## src/rtl/fetch_control_unit_if.sv

```systemverilog
// Fetch-control bundle: start/stall/branch/halt in, fetch address, flushes and status out.
// Latency: none, plain wires between the sequencer and its neighbours.
// Backpressure: stall from hazard logic; no ready/valid handshake inside the bundle.
interface fetch_control_unit_if;
  logic        start;
  logic        stall;
  logic        branch_taken;
  logic [31:0] branch_target;
  logic        halt_req;
  logic [31:0] pc_out;
  logic [31:0] pc_plus1;
  logic        fetch_valid;
  logic        flush_if_id;
  logic        flush_id_ex;
  logic        running;
  logic        halted;
  logic [31:0] cycle_count;
  logic [31:0] fetch_count;

  // Pipeline side: drives the requests, observes the fetch controls.
  modport master (
    output start, stall, branch_taken, branch_target, halt_req,
    input  pc_out, pc_plus1, fetch_valid, flush_if_id, flush_id_ex,
           running, halted, cycle_count, fetch_count
  );

  // Sequencer side.
  modport slave (
    input  start, stall, branch_taken, branch_target, halt_req,
    output pc_out, pc_plus1, fetch_valid, flush_if_id, flush_id_ex,
           running, halted, cycle_count, fetch_count
  );
endinterface

```

## src/rtl/fetch_control_unit.sv

```systemverilog
// Fetch sequencer: owns the PC, start/halt run control, branch redirect and flushes.
// Latency: outputs combinational from state; PC/state update at the next rising edge.
// Backpressure: stall holds PC and fetch count; branch_taken overrides stall and halt.
module fetch_control_unit #(
  parameter logic [31:0] RESET_PC     = 32'd0,
  parameter logic [31:0] PC_LIMIT     = 32'd1024,
  parameter int          DRAIN_CYCLES = 4
) (
  input  logic                 clk,
  input  logic                 rst,
  fetch_control_unit_if.slave  fc
);

  localparam int DW = (DRAIN_CYCLES > 1) ? $clog2(DRAIN_CYCLES) : 1;

  typedef enum logic [1:0] {IDLE, RUN, DRAIN, HALTED} state_t;

  state_t          state_q, state_d;
  logic [31:0]     pc_q, pc_d;
  logic [31:0]     cyc_q, cyc_d;
  logic [31:0]     fcnt_q, fcnt_d;
  logic [DW-1:0]   drain_q, drain_d;
  logic            s1_q, s2_q, s3_q;
  logic            start_pulse;
  logic            active;
  logic            at_limit;

  function automatic logic [31:0] sat_inc(input logic [31:0] v);
    return (v == 32'hFFFF_FFFF) ? v : v + 32'd1;
  endfunction

  // Two-flop synchronizer for the raw switch plus one flop of history for edge detect.
  always_ff @(posedge clk or negedge rst) begin
    if (!rst) begin
      s1_q <= 1'b0;
      s2_q <= 1'b0;
      s3_q <= 1'b0;
    end else begin
      s1_q <= fc.start;
      s2_q <= s1_q;
      s3_q <= s2_q;
    end
  end

  assign start_pulse = s2_q & ~s3_q;
  assign active      = (state_q == RUN) || (state_q == DRAIN);
  assign at_limit    = (pc_q >= PC_LIMIT);

  // State register.
  always_ff @(posedge clk or negedge rst) begin
    if (!rst) state_q <= IDLE;
    else      state_q <= state_d;
  end

  // Next-state: branch redirect beats stall, stall beats halt/limit.
  always_comb begin
    state_d = state_q;
    unique case (state_q)
      IDLE:    if (start_pulse) state_d = RUN;
      RUN: begin
        if (fc.branch_taken)                  state_d = RUN;
        else if (fc.stall)                    state_d = RUN;
        else if (fc.halt_req || at_limit)     state_d = DRAIN;
      end
      DRAIN: begin
        if (fc.branch_taken)                  state_d = RUN;
        else if (drain_q == '0)               state_d = HALTED;
      end
      HALTED:  if (start_pulse) state_d = RUN;
      default: state_d = IDLE;
    endcase
  end

  // PC, counters and drain countdown next values.
  always_comb begin
    pc_d    = pc_q;
    fcnt_d  = fcnt_q;
    drain_d = drain_q;
    cyc_d   = active ? sat_inc(cyc_q) : cyc_q;
    unique case (state_q)
      IDLE, HALTED: begin
        if (start_pulse) begin
          pc_d   = RESET_PC;
          cyc_d  = 32'd0;
          fcnt_d = 32'd0;
        end
      end
      RUN: begin
        if (fc.branch_taken) begin
          pc_d = fc.branch_target;
        end else if (fc.stall) begin
          pc_d = pc_q;
        end else if (fc.halt_req || at_limit) begin
          drain_d = DW'(DRAIN_CYCLES - 1);
        end else begin
          pc_d   = pc_q + 32'd1;
          fcnt_d = sat_inc(fcnt_q);
        end
      end
      DRAIN: begin
        if (fc.branch_taken)     pc_d = fc.branch_target;
        else if (drain_q != '0)  drain_d = drain_q - 1'b1;
      end
      default: pc_d = pc_q;
    endcase
  end

  // Datapath registers.
  always_ff @(posedge clk or negedge rst) begin
    if (!rst) begin
      pc_q    <= RESET_PC;
      cyc_q   <= 32'd0;
      fcnt_q  <= 32'd0;
      drain_q <= '0;
    end else begin
      pc_q    <= pc_d;
      cyc_q   <= cyc_d;
      fcnt_q  <= fcnt_d;
      drain_q <= drain_d;
    end
  end

  // Outputs: fetch qualifier and flushes are gated by state so IDLE/HALTED stay quiet.
  always_comb begin
    fc.pc_out      = pc_q;
    fc.pc_plus1    = pc_q + 32'd1;
    fc.fetch_valid = (state_q == RUN) && !at_limit;
    fc.flush_if_id = active && fc.branch_taken;
    fc.flush_id_ex = active && fc.branch_taken;
    fc.running     = active;
    fc.halted      = (state_q == HALTED);
    fc.cycle_count = cyc_q;
    fc.fetch_count = fcnt_q;
  end

endmodule

```

## src/flat_wrapper.sv

```systemverilog
// flat-port wrapper written by rule: the top's interface ports become plain ports
module fetch_control_unit_flat 
#(
  parameter logic [31:0] RESET_PC     = 32'd0,
  parameter logic [31:0] PC_LIMIT     = 32'd1024,
  parameter int          DRAIN_CYCLES = 4
)
  (clk, rst, fc_start, fc_stall, fc_branch_taken, fc_branch_target, fc_halt_req, fc_pc_out, fc_pc_plus1, fc_fetch_valid, fc_flush_if_id, fc_flush_id_ex, fc_running, fc_halted, fc_cycle_count, fc_fetch_count);
  fetch_control_unit_if fc_i ();
  input  logic clk;
  input  logic rst;
  input wire logic [$bits(fc_i.start)-1:0] fc_start;
  input wire logic [$bits(fc_i.stall)-1:0] fc_stall;
  input wire logic [$bits(fc_i.branch_taken)-1:0] fc_branch_taken;
  input wire logic [$bits(fc_i.branch_target)-1:0] fc_branch_target;
  input wire logic [$bits(fc_i.halt_req)-1:0] fc_halt_req;
  output wire logic [$bits(fc_i.pc_out)-1:0] fc_pc_out;
  output wire logic [$bits(fc_i.pc_plus1)-1:0] fc_pc_plus1;
  output wire logic [$bits(fc_i.fetch_valid)-1:0] fc_fetch_valid;
  output wire logic [$bits(fc_i.flush_if_id)-1:0] fc_flush_if_id;
  output wire logic [$bits(fc_i.flush_id_ex)-1:0] fc_flush_id_ex;
  output wire logic [$bits(fc_i.running)-1:0] fc_running;
  output wire logic [$bits(fc_i.halted)-1:0] fc_halted;
  output wire logic [$bits(fc_i.cycle_count)-1:0] fc_cycle_count;
  output wire logic [$bits(fc_i.fetch_count)-1:0] fc_fetch_count;
  assign fc_i.start = fc_start;
  assign fc_i.stall = fc_stall;
  assign fc_i.branch_taken = fc_branch_taken;
  assign fc_i.branch_target = fc_branch_target;
  assign fc_i.halt_req = fc_halt_req;
  assign fc_pc_out = fc_i.pc_out;
  assign fc_pc_plus1 = fc_i.pc_plus1;
  assign fc_fetch_valid = fc_i.fetch_valid;
  assign fc_flush_if_id = fc_i.flush_if_id;
  assign fc_flush_id_ex = fc_i.flush_id_ex;
  assign fc_running = fc_i.running;
  assign fc_halted = fc_i.halted;
  assign fc_cycle_count = fc_i.cycle_count;
  assign fc_fetch_count = fc_i.fetch_count;
  fetch_control_unit #(.RESET_PC(RESET_PC), .PC_LIMIT(PC_LIMIT), .DRAIN_CYCLES(DRAIN_CYCLES)) u_core (.clk(clk), .rst(rst), .fc(fc_i));
endmodule
```

## config.mk

```make
export PLATFORM = sky130hd
export DESIGN_NAME = fetch_control_unit_flat
export DESIGN_NICKNAME = d
export VERILOG_FILES = /design/src/rtl/fetch_control_unit_if.sv /design/src/rtl/fetch_control_unit.sv /design/src/flat_wrapper.sv
export SDC_FILE = /design/constraint.sdc
export NUM_CORES = 1
export LEC_CHECK = 0
export ABC_AREA = 1
export BUFFER_PORTS_ARGS = -buffer_cell sky130_fd_sc_hd__buf_2
export CAP_MARGIN = 20
export CORE_MARGIN = 2
export CORE_UTILIZATION = 25
export CTS_CLUSTER_DIAMETER = 200
export DETAILED_ROUTE_END_ITERATION = 8
export REMOVE_ABC_BUFFERS = 1
export SLEW_MARGIN = 25
export SYNTH_ARGS = -nofsm -noshare
export SYNTH_HDL_FRONTEND = slang
export SYNTH_SLANG_ARGS = --single-unit
```

## constraint.sdc

```tcl
create_clock -name clk -period 1.9 [get_ports clk]
set_input_delay 0.475 -clock clk [delete_from_list [all_inputs] [get_ports clk]]
set_output_delay 0.475 -clock clk [all_outputs]
set_load 0.005 [all_outputs]
```

==> results of run 1 <==
registers in the layout, indices dropped and copies added (netlist names):
signal / flops
u_core.drain_q: 2
u_core.state_q: 2
u_core.fc.pc_out: 32
u_core.s2_q: 1
u_core.s1_q: 1
u_core.fc.fetch_count: 32
u_core.fc.cycle_count: 32
u_core.s3_q: 1
worst reg2reg max path, cell delays in order, from the launching register on:
cell,delay (ns)
dfrtp_1,0.43
nand2_1,0.10
nor2_2,0.18
nand2_1,0.13
nor2_4,0.14
buf_6,0.15
nand2_2,0.07
buf_4,0.13
buf_4,0.12
buf_4,0.12
buf_4,0.12
buf_4,0.13
buf_4,0.12
nand3_1,0.08
nand2_2,0.07
nand2_1,0.07
nand2_1,0.05
area by class of cell:
class,count,area [sq um],share of cell area
Clock buffer,10,239,0.0200
Tap cell,402,503,0.0422
Inverter,130,498,0.0418
Sequential cell,103,2590,0.217
Multi-Input combinational cell,1084,5580,0.468
Clock inverter,6,53.8,0.00451
Timing Repair Buffer,340,2460,0.207
how the worst min path moves through the flow:
| stage | startpoint | end | slack (ns) |
|---|---|---|---|
| floorplan | rst | u_core.drain_q[0]$_DFFE_PN0P_ | 0.18 |
| global placement | u_core.s1_q$_DFF_PN0_ | u_core.s2_q$_DFF_PN0_ | 0.33 |
| detailed placement | u_core.s1_q$_DFF_PN0_ | u_core.s2_q$_DFF_PN0_ | 0.34 |
| CTS | rst | u_core.fc.fetch_count[8]$_DFFE_PN0P_ | 0.21 |
| global route | rst | u_core.fc.fetch_count[7]$_DFFE_PN0P_ | 0.18 |
| finish | rst | u_core.fc.fetch_count[7]$_DFFE_PN0P_ | 0.13 |
through the flow:
step | hold slack [ns] | power (mW) | worst slack, ns
finish | 0.133 | 14.4 | -0.449
floorplan | 0.179 | 6.27 | -0.933
CTS | 0.212 | 12.3 | -0.420
detailed placement | 0.336 | 9.55 | -0.191
global route | 0.179 | 15.3 | -0.528
global placement | 0.332 | 9.49 | -0.171
logic make-up (layout without fill, tap and decap cells):
group	Yosys count	in the layout	share of synthesized area
adder cells (fa/ha/maj)	8	8	0.0127
XOR/XNOR	28	28	0.0310
AND/OR/NAND/NOR	1013	1014	0.517
flip-flops	103	103	0.326
buffers and inverters	165	486	0.0887
AO/OA/AOI/OAI	34	34	0.0245
Yosys cell counts, drive strengths merged (2+ instances only):
master  number
a21oi        9
buf         21
nor2       222
clkbuf      14
o21ai       20
and2        10
xor2        17
xnor2       11
ha           8
nor3         8
nand2      642
nand4        4
or2          5
dfrtp      103
inv        129
a22o         2
nand3      121
power by group through the flow:
stage | sequential, mW | clock [mW] | combinational, mW
after global routing | 3.14 | 2.11 | 10.1
after detailed placement | 3.05 | 0 | 6.50
after CTS | 3.03 | 2.04 | 7.19
after global placement | 3.04 | 0 | 6.46
final | 3.08 | 1.96 | 9.39
after floorplan | 3.14 | 0 | 3.13
repair_timing:
action,in CTS,in global routing
gates cloned,0,8
gates resized for setup,111,220
hold endpoints to repair,0,0
setup buffers,25,26
pin swaps,28,87
endpoints found under the setup margin,67,116
per-layer routing:
metal  vias up  wire length, um  share of wire
li1       4759                -              -
met1      4452            13800           0.46
met2       233            14500           0.48
met3        39             1230          0.041
met4         0              596          0.020
met5         -                0              0
==> results.json, run 1 <==
{
  "status": "finished, violations left",
  "violations": "negative setup slack",
  "crit_cells": 12,
  "grt_pass1_wl_mm": 45.3,
  "synth_top_cell_area_share": 0.326,
  "crit_end": "fc_pc_plus1[27]",
  "cts_tree": "done",
  "avgSynthCellArea_sq_um": 5.85,
  "final_cell_mix": "500 x nand2_1, 172 x nor2_1, 163 x buf_2, 132 x buf_4, 115 x inv_1",
  "antenna_found_initial": 0,
  "p_comb_frac": 0.651,
  "clockPowerShare": 0.136,
  "synth_ff_type": "dfrtp_1",
  "first_pass_iters": 5,
  "drtAntennaViolNets": 0,
  "pwr_density_cell_mw_per_mm2": 1210,
  "coreArea_sq_mm": 0.0314,
  "final_common_cell": "nand2_1",
  "crit_chain": "buf_4, nand2_2, nor2_4, buf_6, inv_1, nor2_2, buf_4, nand2_1, nand2_1, nand2_1, inv_1, buf_2",
  "ys_ff_latch": 103,
  "cts_hold_repair.buffers": 0,
  "drive_gt1_frac": 0.362,
  "clock-root-buffer": "clkbuf_16",
  "required_ns": 1.42,
  "drt_iter0_markers": 653,
  "postPlaceCellArea_sq_mm": 0.0100,
  "start_util": 0.252,
  "max-vdd-ir-drop_mv": 0.582,
  "fp.dieW_um": 182,
  "cts.sinks": 103,
  "ys_types": 32,
  "slew_headroom": 0.562,
  "grt_use_met2": 0.286,
  "rsz0062_at_grt": "true",
  "tightest_slew_ns": 0.656,
  "synth_edf_count": 0,
  "fp.dieH_um": 182,
  "setup-tns-final_ns": -15.90,
  "vias": 9483,
  "dp_hpwl_mm": 20.9,
  "cp_common_cell": "nand2_1",
  "overflow": 0,
  "power.internal_mw": 7.55,
  "r2r-start": "u_core.fc.pc_out[5]$_DFFE_PN0P_",
  "die-area_sq_mm": 0.0331,
  "finalInstanceArea_sq_mm": 0.0119,
  "cp_max_fo": 4,
  "wl_mm": 30.1,
  "synthTopCellsByArea": "dfrtp_1 33%, nand2_1 30%, nor2_1 10%",
  "final_core_util": 0.380,
  "ys_seq_area_frac": 0.326,
  "synth_top_area_cell": "dfrtp_1",
  "critPathKind": "reg -> out",
  "startpoint": "u_core.fc.pc_out[1]$_DFFE_PN0P_",
  "seq_power_share": 0.213,
  "maxSlewViolCount": 0,
  "viasPerCell": 4.57,
  "reg2reg_depth": 16,
  "synthCells": 1351,
  "grt_pass1_vias": 8762,
  "grt_use_total": 0.170,
  "cpPeakStageDelay_ns": 0.36,
  "switching_power_mw": 6.89,
  "cp-start-kind": "register",
  "reg2reg_to": "u_core.fc.pc_out[12]$_DFFE_PN0P_",
  "clock.fmax_ghz": 0.426,
  "route.detailed.drc": 0,
  "final_nets": 1714,
  "grtUsageMet1": 0.226,
  "reg2reg_slack_ns": -0.41,
  "fillCellCount": 3367,
  "syn_area_sq_mm": 0.00791,
  "io_pins": 171,
  "grt_max_degree": 104,
  "clk-insertion-delay-late_ns": 0.37,
  "switching_share": 0.477,
  "setup_ws_ns": -0.449,
  "use_met3": 0.0247,
  "path_clk_slew_ns": 0.08,
  "antennaDiodeCount": 0,
  "fin_crit_sh": 1.24,
  "cts_buffer_depth": 2,
  "syn2layout_area_growth_pct": 50.8,
  "hold_class": "in -> async",
  "place_inst": 2007,
  "setup_viol_count_final": 94,
  "cp_data_arrival_time_ns": 1.87,
  "yosys_warnings": 0,
  "crit_family": "buffers and inverters",
  "cts_buffers": 9,
  "wl_per_cell_um": 14.5,
  "crit_buf_inv": 6,
  "grt_busiest_layer": "met2",
  "cap_viol_max_count": 0,
  "async_flop_share": 1.00,
  "io_buffers": 170,
  "place_congestion": 0.886,
  "fin_cells": 2075,
  "htreeDepth": 3,
  "leakage_nw": 6.50,
  "worst_clock_skew_ns": 0.0183,
  "fin_crit_ns": 2.35,
  "row_count": 65,
  "cp-end-kind": "primary output",
  "finalHoldViolations": 0,
  "critPathSlowestCell": "dfrtp_1"
}
Note: power is estimated with default switching activity, not from simulation.
==> inputs of run 2 (changes only) <==
Settings changed: ABC_AREA 1 to unset.
==> run 2 against run 1 <==
Compared with the run above: the run still ends with negative setup slack left; via count fell by 30%; final area fell by 11%; power fell by 1.5%; sequential share of layout area rose by 2.6 points; register-to-register slack got worse by 0.20 ns; critical endpoint is now fc_pc_plus1[29].
==> results.json, run 2 <==
{
  "status": "finished, violations left",
  "violations": "negative setup slack",
  "syn2layout_area_growth_pct": 78.1,
  "die-area_sq_mm": 0.0251,
  "vias": 6679,
  "cts_buffers": 9,
  "route.detailed.drc": 0,
  "place_congestion": 0.866,
  "hold_path_startpoint": "fc_start",
  "clock-root-buffer": "clkbuf_16",
  "final_nets": 1117,
  "setup_ws_ns": -0.702,
  "yosys_warnings": 0,
  "hold_path_depth": 1,
  "fp.dieW_um": 158,
  "clk-insertion-delay-late_ns": 0.35,
  "cp-start-kind": "register",
  "synth_top_area_cell": "dfrtp_1",
  "fp.dieH_um": 158,
  "clockPowerShare": 0.136,
  "maxSlewViolCount": 0,
  "io_pins": 171,
  "antenna_found_initial": 1,
  "yosys-top-cells-count": "103 x dfrtp_1, 82 x nand2_1, 53 x nor2_1, 40 x nand3_1, 37 x xor2_1",
  "tightest_slew_ns": 0.646,
  "required_ns": 1.42,
  "fin_crit_sh": 1.37,
  "crit_chain": "nand2_1, nor4_4, buf_4, and2_4, nor2b_4, buf_6, nand3_1, xnor2_1, buf_2",
  "reg2reg_to": "u_core.fc.pc_out[15]$_DFFE_PN0P_",
  "finalHoldViolations": 0,
  "grt_use_total": 0.178,
  "ys_seq_area_frac": 0.433,
  "cp_max_fo": 3,
  "hold_end": "u_core.s1_q$_DFF_PN0_",
  "antennaDiodeCount": 0,
  "fillCellCount": 2272,
  "postPlaceCellArea_sq_mm": 0.00861,
  "final_cell_mix": "207 x buf_4, 169 x buf_2, 103 x dfrtp_1, 62 x nand2_1, 44 x buf_6",
  "coreArea_sq_mm": 0.0234,
  "wl_met1_mm": 10.2,
  "leakage_nw": 5.33,
  "crit_buf_inv": 3,
  "critPathSlowestCell": "dfrtp_1",
  "ys_ff_latch": 103,
  "final_core_util": 0.453,
  "max-vdd-ir-drop_mv": 0.761,
  "cts_buffer_depth": 2,
  "drive_gt1_frac": 0.548,
  "cpPeakStageDelay_ns": 0.41,
  "switching_power_mw": 5.69,
  "reg2reg_slack_ns": -0.61,
  "synth_ff_type": "dfrtp_1",
  "clock.fmax_ghz": 0.384,
  "synthCells": 653,
  "rsz0062_at_grt": "true",
  "wl_met2_mm": 11.4,
  "synth_edf_count": 0,
  "met3_length_mm": 1.06,
  "crit_family": "simple AND/OR/NAND/NOR gates",
  "cts_tree": "done",
  "path_clk_slew_ns": 0.07,
  "grt_max_degree": 56,
  "async_flop_share": 1.00,
  "finalInstanceArea_sq_mm": 0.0106,
  "synthTopCellsByArea": "dfrtp_1 43%, xor2_1 5.4%, nand2_1 5.2%",
  "avgSynthCellArea_sq_um": 9.11,
  "grt_pass1_vias": 6584,
  "critPathKind": "reg -> out",
  "r2r-start": "u_core.fc.pc_out[20]$_DFFE_PN0P_",
  "power.internal_mw": 8.54,
  "synth_top_cell_area_share": 0.433,
  "fin_crit_ns": 2.60,
  "overflow": 0,
  "drtAntennaViolNets": 0,
  "worst_clock_skew_ns": 0.00639,
  "slew_headroom": 0.569,
  "top_layer_used": "met5",
  "hold_class": "in -> reg",
  "startpoint": "u_core.fc.pc_out[19]$_DFFE_PN0P_",
  "setup-tns-final_ns": -52.09,
  "first_pass_iters": 5,
  "viasPerCell": 4.79,
  "htreeDepth": 3,
  "cts.sinks": 103,
  "cp_data_arrival_time_ns": 2.13,
  "wl_mm": 22.9,
  "start_util": 0.254,
  "seq_power_share": 0.205,
  "switching_share": 0.400,
  "reg2reg_depth": 9,
  "grt_pass1_wl_mm": 34.8,
  "cp-end-kind": "primary output",
  "pwr_density_cell_mw_per_mm2": 1340,
  "cap_viol_max_count": 0,
  "wl_per_cell_um": 16.4,
  "ys_types": 61,
  "dp_hpwl_mm": 15.6,
  "yosysMostFrequentCell": "dfrtp_1",
  "drt_iter0_markers": 300,
  "row_count": 56,
  "final_common_cell": "buf_4",
  "p_comb_frac": 0.659,
  "setup_viol_count_final": 122,
  "syn_area_sq_mm": 0.00595,
  "io_buffers": 170
}
run 2: cell count changes after synthesis, sizes merged, moves of 20 or more:
cell and delta:
nand2 -560, nor2 -169, inv -113, nand3 -81, nand4 +25, xor2 +20
run 2: what timing repair did:
item / CTS / global route
cloned: 6 / 3
setup endpoints to repair: 125 / 134
hold buffers: 1 / 0
resized for setup: 142 / 100
pin swaps: 62 / 44
setup buffers: 42 / 27
endpoints found under the hold margin: 5 / 0
run 2: power groups by stage:
| stage | Clock (mW) | Sequential (mW) | Combinational (mW) |
|---|---|---|---|
| 2_1_floorplan | 0 | 3.18 | 2.31 |
| 3_3_place_gp | 0 | 2.90 | 6.11 |
| 3_5_place_dp | 0 | 2.90 | 6.17 |
| 4_1_cts | 2.00 | 2.89 | 8.23 |
| 5_1_grt | 2.06 | 2.96 | 10.0 |
| 6_report | 1.94 | 2.91 | 9.38 |
run 2: worst reg2reg max path, delay by kind of cell, from the launching register on:
family	cells	cell delay [ns]
simple gates	3	0.94
compound gates	2	0.50
flops	1	0.39
buf+inv	4	0.57
run 2: how the worst max path moves through the flow:
stage / depth (start not counted) / slack, ns / end
final: 9 / -0.70 / fc_pc_plus1[29]
after global routing: 8 / -0.84 / fc_pc_plus1[20]
after CTS: 8 / -0.71 / fc_pc_plus1[16]
after detailed placement: 9 / -0.49 / u_core.fc.cycle_count[31]$_DFF_PN0_
after global placement: 9 / -0.47 / u_core.fc.cycle_count[31]$_DFF_PN0_
after floorplan: 6 / -1.06 / u_core.fc.pc_out[14]$_DFFE_PN0P_
run 2: cells by family (layout without fill, tap and decap cells):
kind of cell | count (synthesis) | count (layout) | share of synthesized area
AOI/OAI and AO/OA | 118 | 118 | 0.138
buffers and inverters | 45 | 467 | 0.0336
adders and majority gates | 8 | 8 | 0.0168
DFF | 103 | 103 | 0.433
xor gates and xnor gates | 63 | 63 | 0.0927
and+or+nand+nor | 309 | 309 | 0.274
muxes | 7 | 7 | 0.0118
run 2: area by class of cell:
cell class,instances,area [sq um],area share
clock buffer,10,239,0.0226
clock inverter,5,57.6,0.00543
inverter,16,71.3,0.00673
multi-input combinational,505,4020,0.379
sequential,103,2580,0.243
tap,319,399,0.0377
timing repair buffer,436,3240,0.305
run 2: stage by stage:
| stage | hold WS (ns) | power (mW) | std cells | worst slack (ns) |
|---|---|---|---|---|
| 5_1_grt | 0.215 | 15.1 | 1394 | -0.836 |
| 6_report | 0.227 | 14.2 | 1394 | -0.702 |
| 3_5_place_dp | 0.312 | 9.07 | 1311 | -0.494 |
| 4_1_cts | 0.206 | 13.1 | 1372 | -0.711 |
| 3_3_place_gp | 0.311 | 9.01 | 1311 | -0.473 |
| 2_1_floorplan | 0.179 | 5.50 | 624 | -1.06 |
run 2: metal layers:
layer  vias up  global-route usage
li1       3218                   -
met1      3261               0.230
met2       175               0.309
met3        23              0.0297
met4         2              0.0489
met5         -                   0
==> inputs of run 3 (changes only) <==
Settings changed: MAX_ROUTING_LAYER set to met4, PLACE_DENSITY set to 0.42.
==> run 3 against run 2 <==
Compared with the run above: the flow still finishes with violations (negative setup slack); power down 2.9%; sequential share of layout area down 0.19 points; hold slack worse by 0.19 ns; via count down 3.6%; critical path type unchanged; critical endpoint is now fc_pc_plus1[31]; highest routed layer is now met4.
==> results.json, run 3 (same netlist as run 2, synthesis figures left out) <==
{
  "overflow": 0,
  "cp_data_arrival_time_ns": 2.08,
  "io_pins": 171,
  "p_comb_frac": 0.651,
  "path_clk_slew_ns": 0.07,
  "syn2layout_area_growth_pct": 79.5,
  "vias": 6439,
  "fp.dieW_um": 158,
  "postPlaceCellArea_sq_mm": 0.00865,
  "cp-end-kind": "primary output",
  "dp_slack_ns": -0.547,
  "coreArea_sq_mm": 0.0234,
  "power.internal_mw": 8.26,
  "wl_per_cell_um": 15.6,
  "fp.dieH_um": 158,
  "cts_tree": "done",
  "maxSlewViolCount": 0,
  "die-area_sq_mm": 0.0251,
  "wl_mm": 21.7,
  "power_mw": 13.8,
  "reg2reg_slack_ns": -0.52,
  "violations": "negative setup slack",
  "io_buffers": 170,
  "cp-start-kind": "register",
  "hold_class": "in -> async",
  "grt_pass1_wl_mm": 35.1,
  "seq_power_share": 0.211,
  "crit_chain": "nand3_2, nor4_4, buf_4, and2_4, nor2b_4, nand3_2, xnor2_1, buf_2",
  "finalInstanceArea_sq_mm": 0.0107,
  "fin_crit_sh": 1.35,
  "worst_hold_slack_ns": 0.0320,
  "cts_buffer_depth": 2,
  "start_util": 0.254,
  "reg2reg_to": "u_core.fc.pc_out[25]$_DFFE_PN0P_",
  "r2r-start": "u_core.fc.pc_out[20]$_DFFE_PN0P_",
  "critPathSlowestCell": "dfrtp_1",
  "critPathKind": "reg -> out",
  "row_count": 56,
  "drt_iter0_markers": 229,
  "setup_ws_ns": -0.658,
  "dp_hpwl_mm": 16.0,
  "viasPerCell": 4.63,
  "slew_headroom": 0.570,
  "drtAntennaViolNets": 0,
  "cap_viol_max_count": 0,
  "worst_clock_skew_ns": 0.00852,
  "cts_buffers": 9,
  "clock-root-buffer": "clkbuf_16",
  "drive_gt1_frac": 0.563,
  "cpPeakStageDelay_ns": 0.41,
  "fin_crit_ns": 2.56,
  "required_ns": 1.42,
  "startpoint": "u_core.fc.pc_out[1]$_DFFE_PN0P_",
  "switching_power_mw": 5.55,
  "cp_max_fo": 3,
  "status": "finished, violations left",
  "grt_pass1_vias": 6568,
  "pwr_density_cell_mw_per_mm2": 1290,
  "grt_max_degree": 38,
  "clk-insertion-delay-late_ns": 0.35,
  "final_cell_mix": "199 x buf_4, 167 x buf_2, 103 x dfrtp_1, 58 x nand2_1, 50 x buf_6",
  "place_congestion": 0.848,
  "final_nets": 1110,
  "grt_use_total": 0.184,
  "cts.sinks": 103,
  "route.detailed.drc": 0,
  "first_pass_iters": 4,
  "rsz0062_at_grt": "true",
  "finalHoldViolations": 0,
  "cp_common_cell": "nand3_2",
  "final_core_util": 0.456,
  "htreeDepth": 3,
  "switching_share": 0.402,
  "reg2reg_depth": 7,
  "crit_end": "fc_pc_plus1[31]",
  "tightest_slew_ns": 0.642,
  "final_common_cell": "buf_4",
  "max-vdd-ir-drop_mv": 0.598,
  "clockPowerShare": 0.138,
  "clock.fmax_ghz": 0.391,
  "setup_viol_count_final": 116,
  "leakage_nw": 5.33,
  "antenna_found_initial": 4
}
run 3: changes by cell type in the layout (fill, tap and decap cells not counted), moves of 6 or more:
| cell | before | now |
|---|---|---|
| nor2_1 | 43 | 31 |
| buf_4 | 207 | 199 |
| nor2_4 | 5 | 13 |
| o21ai_0 | 18 | 10 |
| o21ai_1 | 3 | 11 |
| buf_6 | 44 | 50 |
run 3: worst max-delay path, delay by kind of cell (launching register included):
kind | cells | cell delay (ns)
xor+xnor | 1 | 0.17
buf+inv | 2 | 0.29
flops | 1 | 0.41
simple gates | 5 | 0.86
run 3: worst min-delay path by stage:
stage | from | to
after floorplan | rst | u_core.drain_q[0]$_DFFE_PN0P_
after global placement | u_core.s2_q$_DFF_PN0_ | u_core.s3_q$_DFF_PN0_
after detailed placement | u_core.s2_q$_DFF_PN0_ | u_core.s3_q$_DFF_PN0_
after CTS | rst | u_core.fc.cycle_count[30]$_DFF_PN0_
after global routing | rst | u_core.fc.cycle_count[30]$_DFF_PN0_
final | rst | u_core.fc.cycle_count[30]$_DFF_PN0_
run 3: repair_timing:
item	in CTS	in global routing
cloned	2	2
hold buffers	0	0
gates resized for setup	173	119
endpoints found under the setup margin	124	134
setup buffers	38	22
pin swaps	68	75
run 3: power groups by stage:
stage               sequential, mW  combinational [mW]  clock [mW]
floorplan                     3.18                2.31           0
global route                  2.98                9.71        2.06
detailed placement            2.94                6.23           0
global placement              2.94                6.22           0
finish                        2.92                8.99        1.90
CTS                           2.91                8.02        1.98
run 3: metal layers:
| layer | track usage | vias up | share of wire |
|---|---|---|---|
| met5 | - | - | 0 |
| met4 | 0.0429 | 0 | 0.012 |
| met3 | 0.0354 | 13 | 0.056 |
| met2 | 0.287 | 160 | 0.46 |
| met1 | 0.247 | 3050 | 0.47 |
| li1 | - | 3216 | - |
run 3: stage by stage:
step / TNS, ns / cells
2_1_floorplan: -48.83 / 624
3_3_place_gp: -38.37 / 1317
3_5_place_dp: -37.69 / 1317
4_1_cts: -42.69 / 1370
5_1_grt: -51.56 / 1392
6_report: -40.66 / 1392
run 3: final cells by class:
cell class	count	area, sq um
inverter	16	68.8
antenna	4	10.0
clock buffer	13	250
multi-input combinational	505	4190
fill	2344	12700
tap	319	399
clock inverter	3	42.5
timing repair buffer	429	3140
sequential	103	2580
